## config.mk

```make
export PLATFORM = sky130hd
export DESIGN_NAME = vend_txn_ctrl
export DESIGN_NICKNAME = d
export VERILOG_FILES = /design/src/rtl/vend_pkg.sv /design/src/rtl/change_coin_select.sv /design/src/rtl/vend_txn_ctrl.sv
export SDC_FILE = /design/constraint.sdc
export NUM_CORES = 1
export LEC_CHECK = 0
export CAP_MARGIN = 5
export CELL_PAD_IN_SITES_DETAIL_PLACEMENT = 0
export CELL_PAD_IN_SITES_GLOBAL_PLACEMENT = 1
export CORE_UTILIZATION = 39
export CTS_BUF_LIST = sky130_fd_sc_hd__clkbuf_2 sky130_fd_sc_hd__clkbuf_4 sky130_fd_sc_hd__clkbuf_8
export DETAILED_ROUTE_END_ITERATION = 16
export PLACE_DENSITY = 0.89
export SETUP_SLACK_MARGIN = 0.02
export SYNTH_ARGS = -nofsm -noshare
export SYNTH_HDL_FRONTEND = slang
export SYNTH_SLANG_ARGS = --single-unit
```

## constraint.sdc

```tcl
create_clock -name clk -period 2.8 [get_ports clk]
set_clock_uncertainty 0.2 [all_clocks]
set_input_delay 0.42 -clock clk [delete_from_list [all_inputs] [get_ports clk]]
set_output_delay 0.42 -clock clk [all_outputs]
set_load 0.005 [all_outputs]
```

## src/rtl/vend_pkg.sv

```systemverilog
// Shared definitions for the vending transaction controller:
// state enumeration, change-coin encodings and coin unit values.
package vend_pkg;

   typedef enum logic [1:0] {
      ST_IDLE    = 2'd0,
      ST_COLLECT = 2'd1,
      ST_VEND    = 2'd2,
      ST_CHANGE  = 2'd3
   } vend_state_t;

   localparam logic [1:0] COIN_NONE    = 2'b00;
   localparam logic [1:0] COIN_NICKEL  = 2'b01;
   localparam logic [1:0] COIN_DIME    = 2'b10;
   localparam logic [1:0] COIN_QUARTER = 2'b11;

   localparam logic [3:0] NICKEL_UNITS  = 4'd1;
   localparam logic [3:0] DIME_UNITS    = 4'd2;
   localparam logic [3:0] QUARTER_UNITS = 4'd5;

endpackage

```

## src/rtl/change_coin_select.sv

```systemverilog
// Picks the largest change coin that does not exceed the given credit.
module change_coin_select
   import vend_pkg::*;
(
   input  logic [3:0] credit,
   output logic [1:0] coin_type,
   output logic [3:0] value
);

   // Largest-coin-first selection; a zero credit defaults to a nickel.
   always_comb begin
      coin_type = COIN_NICKEL;
      value     = NICKEL_UNITS;
      if (credit >= QUARTER_UNITS) begin
         coin_type = COIN_QUARTER;
         value     = QUARTER_UNITS;
      end else if (credit >= DIME_UNITS) begin
         coin_type = COIN_DIME;
         value     = DIME_UNITS;
      end
   end

endmodule

```

## src/rtl/vend_txn_ctrl.sv

```systemverilog
// Vending transaction controller: collects coins, requests a vend,
// handles vend timeout and pays change one coin at a time.
module vend_txn_ctrl
   import vend_pkg::*;
#(
   parameter int unsigned PRICE_UNITS  = 6,
   parameter int unsigned CREDIT_MAX   = 15,
   parameter int unsigned VEND_TIMEOUT = 255
) (
   input  logic       clk,
   input  logic       rst,
   input  logic       en,
   input  logic       nickel,
   input  logic       dime,
   input  logic       quarter,
   input  logic       cancel,
   output logic       vend_req,
   input  logic       vend_ack,
   output logic       vend_fail,
   output logic       coin_valid,
   output logic [1:0] coin_type,
   input  logic       coin_ready,
   output logic       coin_reject,
   output logic [3:0] credit,
   output logic       busy
);

   localparam logic [3:0] PRICE    = 4'(PRICE_UNITS);
   localparam logic [4:0] CMAX     = 5'(CREDIT_MAX);
   localparam logic [7:0] TO_LAST  = 8'(VEND_TIMEOUT - 1);

   vend_state_t state, state_n;
   logic [3:0]  credit_n;
   logic [7:0]  cnt, cnt_n;
   logic        vend_req_n, vend_fail_n, reject_n, busy_n;
   logic        coin_valid_n;
   logic [1:0]  coin_type_n;
   logic [3:0]  coin_val_q, coin_val_n;
   logic        offer, offer_clr;
   logic [1:0]  sel_type;
   logic [3:0]  sel_val;
   logic [1:0]  coin_cnt;
   logic [4:0]  coin_units;
   logic [4:0]  sum;
   logic        cancel_go;

   change_coin_select u_sel (
      .credit    (credit_n),
      .coin_type (sel_type),
      .value     (sel_val)
   );

   // State and registered outputs.
   always_ff @(posedge clk) begin
      if (rst) begin
         state       <= ST_IDLE;
         credit      <= '0;
         cnt         <= '0;
         vend_req    <= 1'b0;
         vend_fail   <= 1'b0;
         coin_valid  <= 1'b0;
         coin_type   <= COIN_NONE;
         coin_val_q  <= '0;
         coin_reject <= 1'b0;
         busy        <= 1'b0;
      end else begin
         state       <= state_n;
         credit      <= credit_n;
         cnt         <= cnt_n;
         vend_req    <= vend_req_n;
         vend_fail   <= vend_fail_n;
         coin_valid  <= coin_valid_n;
         coin_type   <= coin_type_n;
         coin_val_q  <= coin_val_n;
         coin_reject <= reject_n;
         busy        <= busy_n;
      end
   end

   // Next state, credit arithmetic and one-cycle pulse generation.
   always_comb begin
      state_n     = state;
      credit_n    = credit;
      cnt_n       = cnt;
      vend_req_n  = vend_req;
      vend_fail_n = 1'b0;
      reject_n    = 1'b0;
      offer       = 1'b0;
      offer_clr   = 1'b0;
      cancel_go   = 1'b0;
      coin_cnt    = 2'(nickel) + 2'(dime) + 2'(quarter);
      coin_units  = nickel ? 5'(NICKEL_UNITS) :
                    dime   ? 5'(DIME_UNITS)   :
                    quarter ? 5'(QUARTER_UNITS) : 5'd0;
      sum         = {1'b0, credit} + coin_units;

      case (state)
         ST_IDLE, ST_COLLECT: begin
            cancel_go = en && cancel && (state == ST_COLLECT);
            if (coin_cnt != 2'd0) begin
               if (cancel_go || !en || coin_cnt > 2'd1 || sum > CMAX)
                  reject_n = 1'b1;
               else
                  credit_n = sum[3:0];
            end
            if (cancel_go) begin
               state_n = ST_CHANGE;
               offer   = 1'b1;
            end else if (credit_n >= PRICE) begin
               state_n    = ST_VEND;
               vend_req_n = 1'b1;
               cnt_n      = '0;
            end else if (credit_n != 4'd0) begin
               state_n = ST_COLLECT;
            end else begin
               state_n = ST_IDLE;
            end
         end
         ST_VEND: begin
            if (coin_cnt != 2'd0) reject_n = 1'b1;
            if (vend_ack) begin
               vend_req_n = 1'b0;
               credit_n   = credit - PRICE;
               if (credit_n != 4'd0) begin
                  state_n = ST_CHANGE;
                  offer   = 1'b1;
               end else begin
                  state_n = ST_IDLE;
               end
            end else if (cnt == TO_LAST) begin
               vend_fail_n = 1'b1;
               vend_req_n  = 1'b0;
               state_n     = ST_CHANGE;
               offer       = 1'b1;
            end else begin
               cnt_n = cnt + 8'd1;
            end
         end
         ST_CHANGE: begin
            if (coin_cnt != 2'd0) reject_n = 1'b1;
            if (coin_valid && coin_ready) begin
               credit_n = credit - coin_val_q;
               if (credit_n == 4'd0) begin
                  state_n   = ST_IDLE;
                  offer_clr = 1'b1;
               end else begin
                  offer = 1'b1;
               end
            end
         end
         default: state_n = ST_IDLE;
      endcase

      busy_n = (state_n == ST_VEND) || (state_n == ST_CHANGE);
   end

   // Change-coin offer registers; selection is driven from the next credit
   // in a separate process so the selector sits outside the FSM loop.
   always_comb begin
      coin_valid_n = coin_valid;
      coin_type_n  = coin_type;
      coin_val_n   = coin_val_q;
      if (offer) begin
         coin_valid_n = 1'b1;
         coin_type_n  = sel_type;
         coin_val_n   = sel_val;
      end else if (offer_clr) begin
         coin_valid_n = 1'b0;
         coin_type_n  = COIN_NONE;
         coin_val_n   = '0;
      end
   end

endmodule

```

==> summary.txt <==
Status
  – Status: finished clean

Global routing
  – Total GRT Usage: 22.7%
  – Vias in the first global route: 1615
  – Grt ovf: 0
  – First-pass GRT wire length: 7.47 mm
  – Largest net degree at the start of global routing: 16
  – Antenna violations before repair: 0

Power
  – Clock power frac: 24.7%
  – Leak Pwr: 0.928 nW
  – Share of power burned in registers: 29.9%
  – Sw Ratio: 34.4%
  – Pint: 805 uW
  – Pwr/cell area: 542 nW/um2
  – VDD IR max: 301 uV
  – Sw Pwr: 422 uW
  – Combinational share of power: 45.4%
  – Design Power: 1.23 mW

STA
  – Fin crit period: 2750 ps
  – Hold Slack: 261 ps
  – Hold Vio Cnt, Final: 0
  – Max frequency: 0.364 GHz
  – Setup violators final: 0
  – RSZ-0062 raised after global routing: true
  – Pin slew with the least headroom to its limit: 522 ps
  – Slew margin rel.: 65.1%
  – Slew Viols, Final: 0
  – Fin crit share: 98.1%
  – Slack of the critical path: 53.2 ps

Synthesis
  – Seq cells post-synth: 22
  – Post-synth top area cell: dfxtp_1
  – Share of Yosys cell area claimed by the top area cell type: 27.9%
  – Syn Nets: 207
  – Unique masters post-synth: 51
  – Yosys warns: 0
  – Most instantiated cells after synthesis: 22 x dfxtp_1, 15 x nor2_1, 10 x inv_1, 9 x ha_1, 9 x xor2_1
  – Most area-consuming cells after synthesis: dfxtp_1 28%, ha_1 7.1%, xor2_1 5.0%
  – Primary FF master, synth: dfxtp_1
  – Post-Synthesis Cells: 186
  – Syn_area_per_cell: 8.50 um2
  – Seq/Total Area, Yosys: 27.9%
  – EDFF count, synth: 0
  – Most common cell in the netlist: dfxtp_1
  – FFs w/ async S/R, synth: 0%
  – Post-Syn Area: 1580 um2

Clock network
  – Worst skew pair latency: 270 ps
  – Sink Count: 22
  – Clock root buffer: clkbuf_8
  – CTS Buffer Depth: 2
  – Num CTS Buffers: 3
  – H-tree depth: 1
  – Clock slew at reported path FFs: 80 ps
  – Hold Buf Count CTS: 0
  – CTS tree: done

Setup path
  – Crit Path Max Fanout: 5
  – FF-to-FF Start: credit[0]
  – Setup crit end kind: flop
  – R2R cell count: 8
  – Crit path launch type: primary input
  – Worst setup path class: in2reg
  – Critical R2R Capture: coin_val_q[1]
  – R2R Setup Slk: 100 ps
  – CP required: 2790 ps
  – Crit path DAT: 2740 ps

Placement
  – Post-DP Area: 2070 um2
  – Post-detail-place hpwl: 3.31 mm
  – Port bufs: 19
  – Pre-CTS setup slack: -679 ps
  – GP Congestion: 0.854

Floorplan
  – Die Span Y: 65.7 um
  – Die width: 65.7 um
  – Row count: 22
  – Initial Util: 41.9%
  – Core area: 3770 um2
  – Ports: 20
  – Die area: 4310 um2

Min path
  – Hold Path Class: reg2reg
  – Hold path start: coin_type[1]
  – Hold Crit Endpoint: coin_type[1]
  – Hold Path Cell Cnt: 2

Finish
  – N_diodes: 0
  – Area taken by multi-input logic gates: 1200 um2
  – Design area: 2260 um2
  – Sequential standard cell area: 440 um2
  – Layout cell share with drive strength beyond 1: 26.7%
  – Area delta synth->final: 43.2%
  – Fill count: 328
  – Layout Nets: 258

Drt
  – Pre-antenna DRT Iters: 4
  – Routed via count: 1620
  – Vias per cell: 5.70
  – DR DRC count: 0
  – Routed wire length: 4.56 mm
  – Post-DRT Antenna Nets: 0
  – Initial DRC Count: 62
  – Routed len/inst: 16.0 um

Flow run
  – Max-cap violations: 0
==> flip-flops by register name, indices dropped and copies added, names as in the netlist <==
name / cells
cnt: 8
credit: 4
coin_type: 2
coin_val_q: 2
busy: 1
coin_reject: 1
coin_valid: 1
state: 1
vend_fail: 1
vend_req: 1
==> cells in the final DEF, fill, tap and decap left out, drive strengths merged, types with 6 or more instances in the layout <==
| cell | count |
|---|---|
| o21ai | 8 |
| buf | 38 |
| a21oi | 8 |
| nand2b | 6 |
| nand2 | 7 |
| clkdlybuf4s50 | 16 |
| inv | 10 |
| dfxtp | 22 |
| nor3 | 6 |
| xor2 | 9 |
| ha | 9 |
| nand4 | 7 |
| nor2 | 15 |
==> per-layer routing <==
| metal | wire length, um | global-route usage, % |
|---|---|---|
| met5 | 0 | 0 |
| met4 | 118 | 9.78 |
| met3 | 236 | 4.69 |
| met2 | 2070 | 35.7 |
| met1 | 2130 | 29.6 |
==> cells by family after synthesis <==
logic type | count (synthesis) | synth area share [%]
simple gates | 69 | 24.7
compound gates | 51 | 23.6
flops | 22 | 27.9
buf+inv | 18 | 4.67
fa+ha+maj | 13 | 11.6
xor+xnor | 10 | 5.54
mux | 3 | 2.06
==> power groups by stage <==
stage | logic [mW] | registers, mW | clock network, mW
floorplan | 0.301 | 0.374 | 0
finish | 0.557 | 0.367 | 0.302
detailed placement | 0.502 | 0.373 | 0
global placement | 0.493 | 0.374 | 0
global route | 0.610 | 0.371 | 0.327
CTS | 0.528 | 0.366 | 0.311
==> critical path, stage by stage <==
cell	delay, ps
buf_6	90
buf_6	100
fa_1	560
nand3b_1	130
buf_6	150
a211o_4	350
a311oi_4	280
o311ai_4	170
mux2_4	290
o31ai_2	200
==> worst max path at each step <==
stage | depth (start not counted) | to | start
after floorplan | 10 | coin_val_q[1] | dime
after global placement | 11 | coin_val_q[1] | dime
after detailed placement | 11 | coin_val_q[1] | dime
after CTS | 10 | coin_val_q[1] | dime
after global routing | 13 | coin_type[0] | quarter
final | 10 | coin_val_q[1] | dime
==> layout make-up <==
type                    count  area share, %
inverters                  10           1.66
repair buffers             54           20.1
flip-flops and latches     22           19.5
clock inverters             1           1.33
clock buffers               3           1.83
well taps                  48           2.65
multi-input cells         146           53.0
==> what timing repair did <==
item                       in CTS  in global routing
setup buffers                   3                  0
setup endpoints to repair      18                  8
pin swaps                       9                  6
gates resized for setup        22                 10
==> metrics by stage <==
| stage | util, % | instances | setup TNS [ps] |
|---|---|---|---|
| floorplan | - | 186 | -34.3 |
| global placement | 54.9 | 277 | -8120 |
| detailed placement | 54.9 | 277 | -9120 |
| CTS | 58.7 | 284 | 0 |
| global route | 60.0 | 284 | -24.0 |
| finish | 60.0 | 284 | 0 |
(Power assumes the default switching activity.)
